[src/rtl/score_event_arbiter.sv]
// Round-robin arbiter sharing one scoring engine among N tip sources.
// Issues one registered tip pulse per handshake, enforces a minimum gap and counts events.
module score_event_arbiter #(
   parameter int N       = 4,
   parameter int MIN_GAP = 0,
   parameter int IDW     = $clog2(N)
) (
   input  logic           clk,
   input  logic           rst_n,
   input  logic [N-1:0]   req_valid,
   input  logic [N*8-1:0] req_delta,
   output logic [N-1:0]   req_ready,
   input  logic           freeze,
   output logic           tip_event_valid,
   output logic [7:0]     tip_delta,
   output logic [IDW-1:0] grant_id,
   output logic [15:0]    total_issued,
   output logic           gap_active
);

   localparam int GW = (MIN_GAP > 0) ? $clog2(MIN_GAP + 1) : 1;

   logic [IDW-1:0] rr_ptr_q, rr_ptr_d;
   logic [GW-1:0]  gap_cnt_q, gap_cnt_d;
   logic           tip_event_valid_q, tip_event_valid_d;
   logic [7:0]     tip_delta_q, tip_delta_d;
   logic [IDW-1:0] grant_id_q, grant_id_d;
   logic [15:0]    total_issued_q, total_issued_d;

   logic           eligible;
   logic           found;
   logic [IDW-1:0] winner;
   logic [IDW:0]   cand;
   logic           transfer;

   // Ready is suppressed during reset, freeze and while the gap counter runs.
   assign eligible = rst_n && !freeze && (gap_cnt_q == '0);

   always_comb begin
      found  = 1'b0;
      winner = '0;
      cand   = '0;
      for (int k = 0; k < N; k++) begin
         cand = {1'b0, rr_ptr_q} + (IDW+1)'(k);
         if (cand >= (IDW+1)'(N)) cand = cand - (IDW+1)'(N);
         if (!found && req_valid[cand[IDW-1:0]]) begin
            found  = 1'b1;
            winner = cand[IDW-1:0];
         end
      end
   end

   always_comb begin
      req_ready = '0;
      for (int i = 0; i < N; i++) begin
         req_ready[i] = eligible && found && (winner == IDW'(i));
      end
   end

   assign transfer = eligible && found;

   always_comb begin
      tip_event_valid_d = transfer;
      tip_delta_d       = tip_delta_q;
      grant_id_d        = grant_id_q;
      rr_ptr_d          = rr_ptr_q;
      gap_cnt_d         = gap_cnt_q;
      total_issued_d    = total_issued_q;
      if (gap_cnt_q != '0) gap_cnt_d = gap_cnt_q - 1'b1;
      if (transfer) begin
         tip_delta_d = req_delta[{winner, 3'b000} +: 8];
         grant_id_d  = winner;
         rr_ptr_d    = (winner == IDW'(N - 1)) ? '0 : winner + 1'b1;
         gap_cnt_d   = GW'(MIN_GAP);
         if (total_issued_q != 16'hFFFF) total_issued_d = total_issued_q + 16'd1;
      end
   end

   always_ff @(posedge clk or negedge rst_n) begin
      if (!rst_n) begin
         rr_ptr_q          <= '0;
         gap_cnt_q         <= '0;
         tip_event_valid_q <= 1'b0;
         tip_delta_q       <= '0;
         grant_id_q        <= '0;
         total_issued_q    <= '0;
      end else begin
         rr_ptr_q          <= rr_ptr_d;
         gap_cnt_q         <= gap_cnt_d;
         tip_event_valid_q <= tip_event_valid_d;
         tip_delta_q       <= tip_delta_d;
         grant_id_q        <= grant_id_d;
         total_issued_q    <= total_issued_d;
      end
   end

   assign tip_event_valid = tip_event_valid_q;
   assign tip_delta       = tip_delta_q;
   assign grant_id        = grant_id_q;
   assign total_issued    = total_issued_q;
   assign gap_active      = (gap_cnt_q != '0);

endmodule

[config.mk]
export PLATFORM = sky130hd
export DESIGN_NAME = score_event_arbiter
export DESIGN_NICKNAME = d
export VERILOG_FILES = /design/src/rtl/score_event_arbiter.sv
export SDC_FILE = /design/constraint.sdc
export NUM_CORES = 1
export LEC_CHECK = 0
export CAP_MARGIN = 20
export CORE_ASPECT_RATIO = 1.25
export CORE_MARGIN = 1
export CORE_UTILIZATION = 45
export DETAILED_ROUTE_END_ITERATION = 7
export PLACE_DENSITY = 0.93
export SLEW_MARGIN = 20
export SYNTH_ARGS = -nofsm -noshare
export SYNTH_HDL_FRONTEND = slang
export SYNTH_SLANG_ARGS = --single-unit
[constraint.sdc]
create_clock -name clk -period 5.3 [get_ports clk]
set_input_delay 1.06 -clock clk [delete_from_list [all_inputs] [get_ports clk]]
set_output_delay 1.06 -clock clk [all_outputs]
set_load 0.05 [all_outputs]
* Word level (Yosys, flattened, before mapping)
Cells that the tools add are included.
** Operators by class
- $mul :: 0
- Multiplexer cells :: 23
- Eq/ne operators :: 4
- Reduce and logical (&&, ||, !) cells :: 16
- Add/subtract/negate cells :: 10
- Bitwise logic cells :: 1
- Magnitude comparators :: 8
- Divide/modulo/power cells :: 0
- Shifts and indexed selects :: 1
** Operator list (number)
- 32-bit by 6-bit indexed part select with 8-bit output :: 1
- 2-bit 2-to-1 mux :: 9
- 16-bit by 1-bit adder with 16-bit output (second input constant) :: 1
- 16-bit inequality test (second input constant) :: 1
- 2-bit by 3-bit less-than comparator with 1-bit output (second input constant) :: 4
- 1-bit logical AND :: 10
- 1-bit 2-to-1 mux :: 10
- 3-bit >= comparator (second input constant) :: 3
- 1-bit binary-select mux with 2-bit select :: 4
- 2-bit by 1-bit subtractor with 2-bit output (second input constant) :: 4
- 2-bit by 2-bit adder with 3-bit output (second input constant) :: 2
- 2-bit equality test (second input constant) :: 2
- 1-bit zero test :: 4
- 2-bit by 1-bit adder with 3-bit output (second input constant) :: 1
- 2-bit by 3-bit >= comparator with 1-bit output (second input constant) :: 1
- 2-bit by 1-bit adder with 2-bit output (second input constant) :: 1
- 2-bit by 1-bit equality test with 1-bit output (second input constant) :: 1
- 2-bit zero test :: 1
- 2-bit AND reduction :: 1
- 1-bit inverter :: 1
- 1-bit subtractor (second input constant) :: 1
** Word-level totals
- Memory bits (writable) :: 0
- Memory bits (read-only) :: 0
- Output and inout port bits :: 32
- Logic and storage cells :: 69
- Register bits after elaboration :: 30
- Memories kept :: 0
- Bits in latches :: 0

* Longest topological paths before layout
Gate-level depths: netlist of the first run.
- Depth after elaboration :: 16
- Depth in mapped cells :: 8
- Depth with buffers taken out :: 6

* Worst setup path before layout of the first run
OpenSTA, ideal clock, no wires.
- Path type :: input to output
- From :: input req_valid[1]
- To :: output req_ready[0]
- Stages on the path :: 5
- Slack :: 1.351 ns
- Data arrival time :: 2.889 ns
- Path buffers :: 2
- Cell sequence :: nor4_1 > or3b_1 > buf_6 > clkbuf_1 > nor3_1
** On the way
- Longest elaborated chain between the ends :: 14
- Elaborated cells between the ends (all ways) :: 25
- Classes of those cells :: mux: 16; reduce/logical: 9
** Ends and longest elaborated chain
- from (decl) :: RTL line 10 : input logic [N-1:0] req_valid,
- 1-bit binary-select mux with 2-bit select :: RTL line 46 : if (!found && req_valid[cand[IDW-1:0]]) begin
- 1-bit 2-to-1 mux (implied by the code) :: RTL line 46
- 1-bit 2-to-1 mux :: RTL line 46
- 1-bit zero test :: RTL line 46
- 1-bit logical AND :: RTL line 46
- 1-bit 2-to-1 mux :: RTL line 46
- 1-bit zero test :: RTL line 46
- 1-bit logical AND :: RTL line 46
- 1-bit 2-to-1 mux :: RTL line 46
- 1-bit zero test :: RTL line 46
- 1-bit logical AND :: RTL line 46
- 2-bit 2-to-1 mux / 1-bit 2-to-1 mux (equally long branches) :: RTL line 46
- 2-bit zero test / 1-bit logical AND (equally long branches) :: RTL line 56 : req_ready[i] = eligible && found && (winner == IDW'(i));
- 1-bit logical AND (*) :: RTL line 56
- to (decl) :: RTL line 12 : output logic [N-1:0] req_ready,
Mark *: on every way between the ends. The rest lies on a longest branch, timed or not. The select of a mux whose other input is x is not followed.

* Worst setup path in the final report of the first run
- From :: input req_valid[0]
- To :: output req_ready[2]
** On the way
- Longest elaborated chain between the ends :: 14
- Elaborated cells between the ends (all ways) :: 25
- Classes of those cells :: eq/ne: 1; mux: 16; reduce/logical: 8
** Ends and longest elaborated chain (RTL line)
- 1-bit binary-select mux with 2-bit select :: 46
- 1-bit 2-to-1 mux (implied by the code) :: 46
- 1-bit 2-to-1 mux :: 46
- 1-bit zero test :: 46
- 1-bit logical AND :: 46
- 1-bit 2-to-1 mux :: 46
- 1-bit zero test :: 46
- 1-bit logical AND :: 46
- 1-bit 2-to-1 mux :: 46
- 1-bit zero test :: 46
- 1-bit logical AND :: 46
- 2-bit 2-to-1 mux / 1-bit 2-to-1 mux (equally long branches) :: 46
- 2-bit equality test / 1-bit logical AND (equally long branches) :: 56
- 1-bit logical AND (*) :: 56
Marks and branches as above.

==> results of run 1 <==
[worst max-delay path, delay by kind of cell]
| kind | cells | cell delay, ns |
|---|---|---|
| AOI/OAI and AO/OA | 3 | 0.80 |
| buffers and inverters | 2 | 0.66 |
| and+or+nand+nor | 2 | 0.61 |
[report_power, final]
part | internal [mW] | total (mW) | switching [mW]
clock | 0.153 | 0.229 | 0.0756
combinational | 0.197 | 0.503 | 0.305
sequential | 0.275 | 0.326 | 0.0517
total | 0.625 | 1.06 | 0.433
[placed cells by master (no fill, tap or decap), drive strengths merged, types with 2 or more instances in the layout]
master	instances
a21oi	2
and3	2
buf	6
clkbuf	7
clkdlybuf4s50	65
dfrtp	29
inv	2
mux2i	17
nand2	23
nand3	4
nand4	6
nor2	4
nor3b	2
o21ai	11
o31a	8
or3b	2
xnor2	13
xor2	3
[sequential cells by signal, indices dropped and copies added (netlist names)]
name / flops
grant_id: 2
total_issued: 16
tip_event_valid: 1
tip_delta: 8
rr_ptr_q: 2
[area by class of cell]
class	count	share of cell area (%)
multi-input combinational	113	32.9
timing repair buffer	71	30.1
sequential	29	29.3
clock buffer	7	3.49
tap	39	1.97
clock inverter	1	1.21
inverter	3	0.960
[how the worst min path moves through the flow]
stage / to / slack, ns / depth (start not counted) / startpoint
floorplan: rr_ptr_q[0] / 0.57 / 2 / rr_ptr_q[0]
global placement: grant_id[1] / 0.46 / 2 / grant_id[1]
detailed placement: grant_id[0] / 0.48 / 2 / grant_id[0]
CTS: grant_id[0] / 0.49 / 2 / grant_id[0]
global route: total_issued[10] / 0.52 / 1 / total_issued[10]
finish: grant_id[0] / 0.49 / 2 / grant_id[0]
[routing by layer]
metal | routed length (microns) | vias to the layer above | share of wire [%] | GRT usage [%]
met2 | 1880 | 46 | 51 | 34.8
met1 | 1550 | 652 | 42 | 23.4
met3 | 216 | 2 | 5.9 | 5.44
met5 | 0 | - | 0 | 0
li1 | - | 686 | - | -
met4 | 14 | 0 | 0.38 | 4.44
[cell families after synthesis]
group           share of synthesized area [%]
buf+inv                                  4.72
mux                                      11.2
other cells                             0.232
xor+xnor                                 8.66
simple gates                             14.7
compound gates                           14.8
flops                                    44.9
fa+ha+maj                               0.773
[per-stage QoR]
stage,worst slack (ns),hold WS [ns]
finish,1.10,0.491
global route,0.876,0.520
CTS,1.07,0.491
detailed placement,1.11,0.475
global placement,1.19,0.459
floorplan,1.35,0.568
==> impl_metrics.ini, run 1 <==
[detailed_routing]
totalWireLength_mm = 3.65
routed_via_density = 5.27
ant_nets = 0
vias = 1386
drt-wirelength-per-cell_microns = 13.9
drtIter0Drc = 77
drc = 0
first_pass_iters = 4

[final_layout]
nets = 263
n_fill_cell = 260
seq_area_sq_um = 726
final_cell_area_sq_um = 2480
area_growth_syn_to_layout_pct = 53.1
final_cells = 263
fin_util_pct = 71.7
antenna_cells = 0
multi_input_area_sq_um = 816
drive_gt1_share_pct = 8.04

[sta]
finalHoldViolCount = 0
fin_tns_setup_ns = 0
grt_setup_unrepaired = no
relSlewSlack_pct = 38.3
timing.fmax_mhz = 238
slew_viol_final = 0
setup_viol_count_final = 0
post-route-period-util_pct = 79.3
min_period_ns = 4.20
clock_skew_ns = 0.00523
tightest_slew_ns = 0.925

[clock_tree]
ctsHoldBuffers = 0
htreeDepth = 2
ctsLongestPathBuffers = 2
cts-resized-gates = 0
insertion_delay_ns = 0.27
cts_setup_buffers = 0
tritoncts.num_buffers = 5
clk_pin_slew_ns = 0.06
clock-sinks = 29
cts_tree = done
root_buffer = clkbuf_8

[worst_setup_path]
reg2reg_to = tip_delta[4]
worst_ep_required_time_ns = 4.24
timing.rr.start = rr_ptr_q[1]
crit_end = req_ready[2]
start_kind = input port
crit_chain = clkdlybuf4s50_1 > a21oi_1 > o21ai_0 > o2bb2a_1 > nand2_1 > nor2_1 > buf_12
slowest_delay_ns = 0.54
cp-end-kind = output port
critPathLaunch = req_valid[0]
cp_max_fo = 13
crit_type = input port to output port
crit_slowest_cell = o2bb2a_1
r2r_slack_ns = 3.10
worstPathArrival_ns = 3.14
worst-r2r-cell-count = 5

[pwr]
p_leak_nw = 1.06
power_density_nw_per_um2 = 427
ir_worst_vdd_uv = 365
power_mw = 1.06

[synth]
yosysWarnings = 0
synthArstFlopShare_pct = 100
syn_nets = 193
ys_seq_area_share_pct = 44.9
synth.largest_area_cell = dfrtp_1
ys_types = 36
syn_avg_cell_area_sq_um = 10.6
synthCells = 153
synthTopCellsByArea = dfrtp_1 45%, mux2i_1 11%, xnor2_1 7.0%
yosys-top-cells-count = 29 x dfrtp_1, 23 x nand2_1, 17 x mux2i_1, 13 x xnor2_1, 11 x o21ai_0
synth.cell_area_sq_um = 1620
ys.flop_type = dfrtp_1
ys_seq_elements = 29
synth_edf_count = 0
synth.most_common_cell = dfrtp_1
synth_top_area_share_pct = 44.9

[placement]
place_area_sq_um = 2360
dp_cells = 255
dpl.hpwl_mm = 2.77
portBuffers = 69
place_congestion = 0.775

[die]
rows = 24
die_y_microns = 69.0
die_x_microns = 55.6
start_util_pct = 46.8
core_area_sq_um = 3450
die_area_sq_um = 3840
ioPinCount = 71

[global_routing]
antenna_found_initial = 0
grt_overflow_total = 0
grt_pass1_wl_mm = 6.06
track_usage_pct = 19.6
first_global_vias = 1346
grt_max_degree = 30

[job]
cap_violations = 0

[run_status]
status = finished clean

[min_path]
hold_class = register to register
No activity file was read; power rests on OpenSTA's default activity.
==> inputs of run 2 (changes only) <==
Settings changed: CORE_UTILIZATION 45 to 38, PLACE_DENSITY 0.93 to 0.84.
Clock period 5.3 ns to 3.6 ns, I/O delays scaled along.
==> run 2 against run 1 <==
Net effect:
- cell count up 8.0%
- critical path depth down 2
- sequential share of layout area shrank 0.34 points
- clock skew decreased by 0.0010 ns
- via count rose by 2.4%
- sequential power rose by 46%
- worst setup slack got worse by 0.65 ns
- highest routed layer unchanged
==> impl_metrics.ini, run 2 (synthesis results as in run 1) <==
[run_status]
status = finished clean

[clock_tree]
insertion_delay_ns = 0.28
ctsHoldBuffers = 0
root_buffer = clkbuf_8
clk_pin_slew_ns = 0.06
cts-resized-gates = 0
cts_tree = done
clock-sinks = 29
cts_setup_buffers = 0
ctsLongestPathBuffers = 2
htreeDepth = 2
tritoncts.num_buffers = 5

[sta]
whs_ns = 0.470
finalHoldViolCount = 0
min_period_ns = 3.15
clock_skew_ns = 0.00422
setup_viol_count_final = 0
post-route-period-util_pct = 87.5
fin_tns_setup_ns = 0
timing.fmax_mhz = 318
relSlewSlack_pct = 49.8
tightest_slew_ns = 0.753
slew_viol_final = 0
grt_setup_unrepaired = no

[placement]
place_congestion = 0.769
dpl.hpwl_mm = 2.91
portBuffers = 69
place_area_sq_um = 2420
dp_cells = 277

[final_layout]
fin_util_pct = 61.1
layout_commonest_cell = clkdlybuf4s50_1
largest_reg_flops = 16
final_cell_area_sq_um = 2500
layout_common_cells = 65 x clkdlybuf4s50_1, 29 x dfrtp_1, 23 x nand2_1, 17 x mux2i_1, 13 x xnor2_1
area_growth_syn_to_layout_pct = 54.8
drive_gt1_share_pct = 9.65
nets = 268
final_cells = 284
antenna_cells = 0

[detailed_routing]
ant_nets = 0
vias = 1419
first_pass_iters = 3
drtIter0Drc = 49
drt-wirelength-per-cell_microns = 13.4
routed_via_density = 5.00
totalWireLength_mm = 3.80
drc = 0

[global_routing]
first_global_vias = 1355
grt_overflow_total = 0
track_usage_pct = 17.5
grt_pass1_wl_mm = 5.77
antenna_found_initial = 0
grt_max_degree = 30

[min_path]
hold_class = register to register

[die]
die_x_microns = 60.4
ioPinCount = 71
rows = 26
start_util_pct = 39.5
die_y_microns = 75.0
die_area_sq_um = 4520
core_area_sq_um = 4100

[worst_setup_path]
crit_slowest_cell = clkdlybuf4s50_1
crit_type = input port to output port
worst_ep_required_time_ns = 2.88
cp_max_fo = 6
start_kind = input port
slowest_delay_ns = 0.57
crit_chain = clkdlybuf4s50_1 > nor4_1 > or3b_1 > nor3_1 > buf_12
worstPathArrival_ns = 2.43
cp-end-kind = output port
r2r_slack_ns = 1.56

[pwr]
power_density_nw_per_um2 = 598
p_leak_nw = 1.07
ir_worst_vdd_uv = 408

[job]
cap_violations = 0
[run 2: layout make-up]
class	instances	area (sq um)
fill	372	1590
multi-input combinational	113	816
timing repair buffer	76	783
sequential	29	726
clock buffer	7	86.3
tap	56	70.1
inverter	3	23.8
[run 2: worst paths after layout]
path,from,to,cells past startpoint
worst min-delay path,grant_id[0],grant_id[0],2
min in group asynchronous,rst_n,rr_ptr_q[0],2
worst max-delay path,req_valid[1],req_ready[0],5
max in group asynchronous,rst_n,tip_event_valid,2
worst min register to register,grant_id[0],grant_id[0],2
worst max register to register,rr_ptr_q[1],tip_delta[0],5
[run 2: worst max-delay path: cells and delay by family]
| kind | cells | cell delay, ns |
|---|---|---|
| AND/OR/NAND/NOR | 3 | 0.95 |
| buffers and inverters | 2 | 0.76 |
[run 2: power by group]
| part | total [mW] | switching, mW | internal [mW] |
|---|---|---|---|
| Clock | 0.266 | 0.114 | 0.151 |
| Combinational | 0.757 | 0.449 | 0.309 |
| Sequential | 0.475 | 0.0706 | 0.404 |
[run 2: per-layer routing]
layer  GRT usage (%)  vias up  share of wire, %
li1                -      694                 -
met1            18.3      673                41
met2            30.3       45                50
met3            6.53        7               7.5
met4            8.79        0               1.7
met5               0        -                 0
[run 2: metrics by stage]
stage	setup slack (ns)	power, mW
CTS	0.442	1.52
finish	0.451	1.50
global route	0.391	1.58
floorplan	0.331	0.975
global placement	0.509	1.23
detailed placement	0.451	1.25
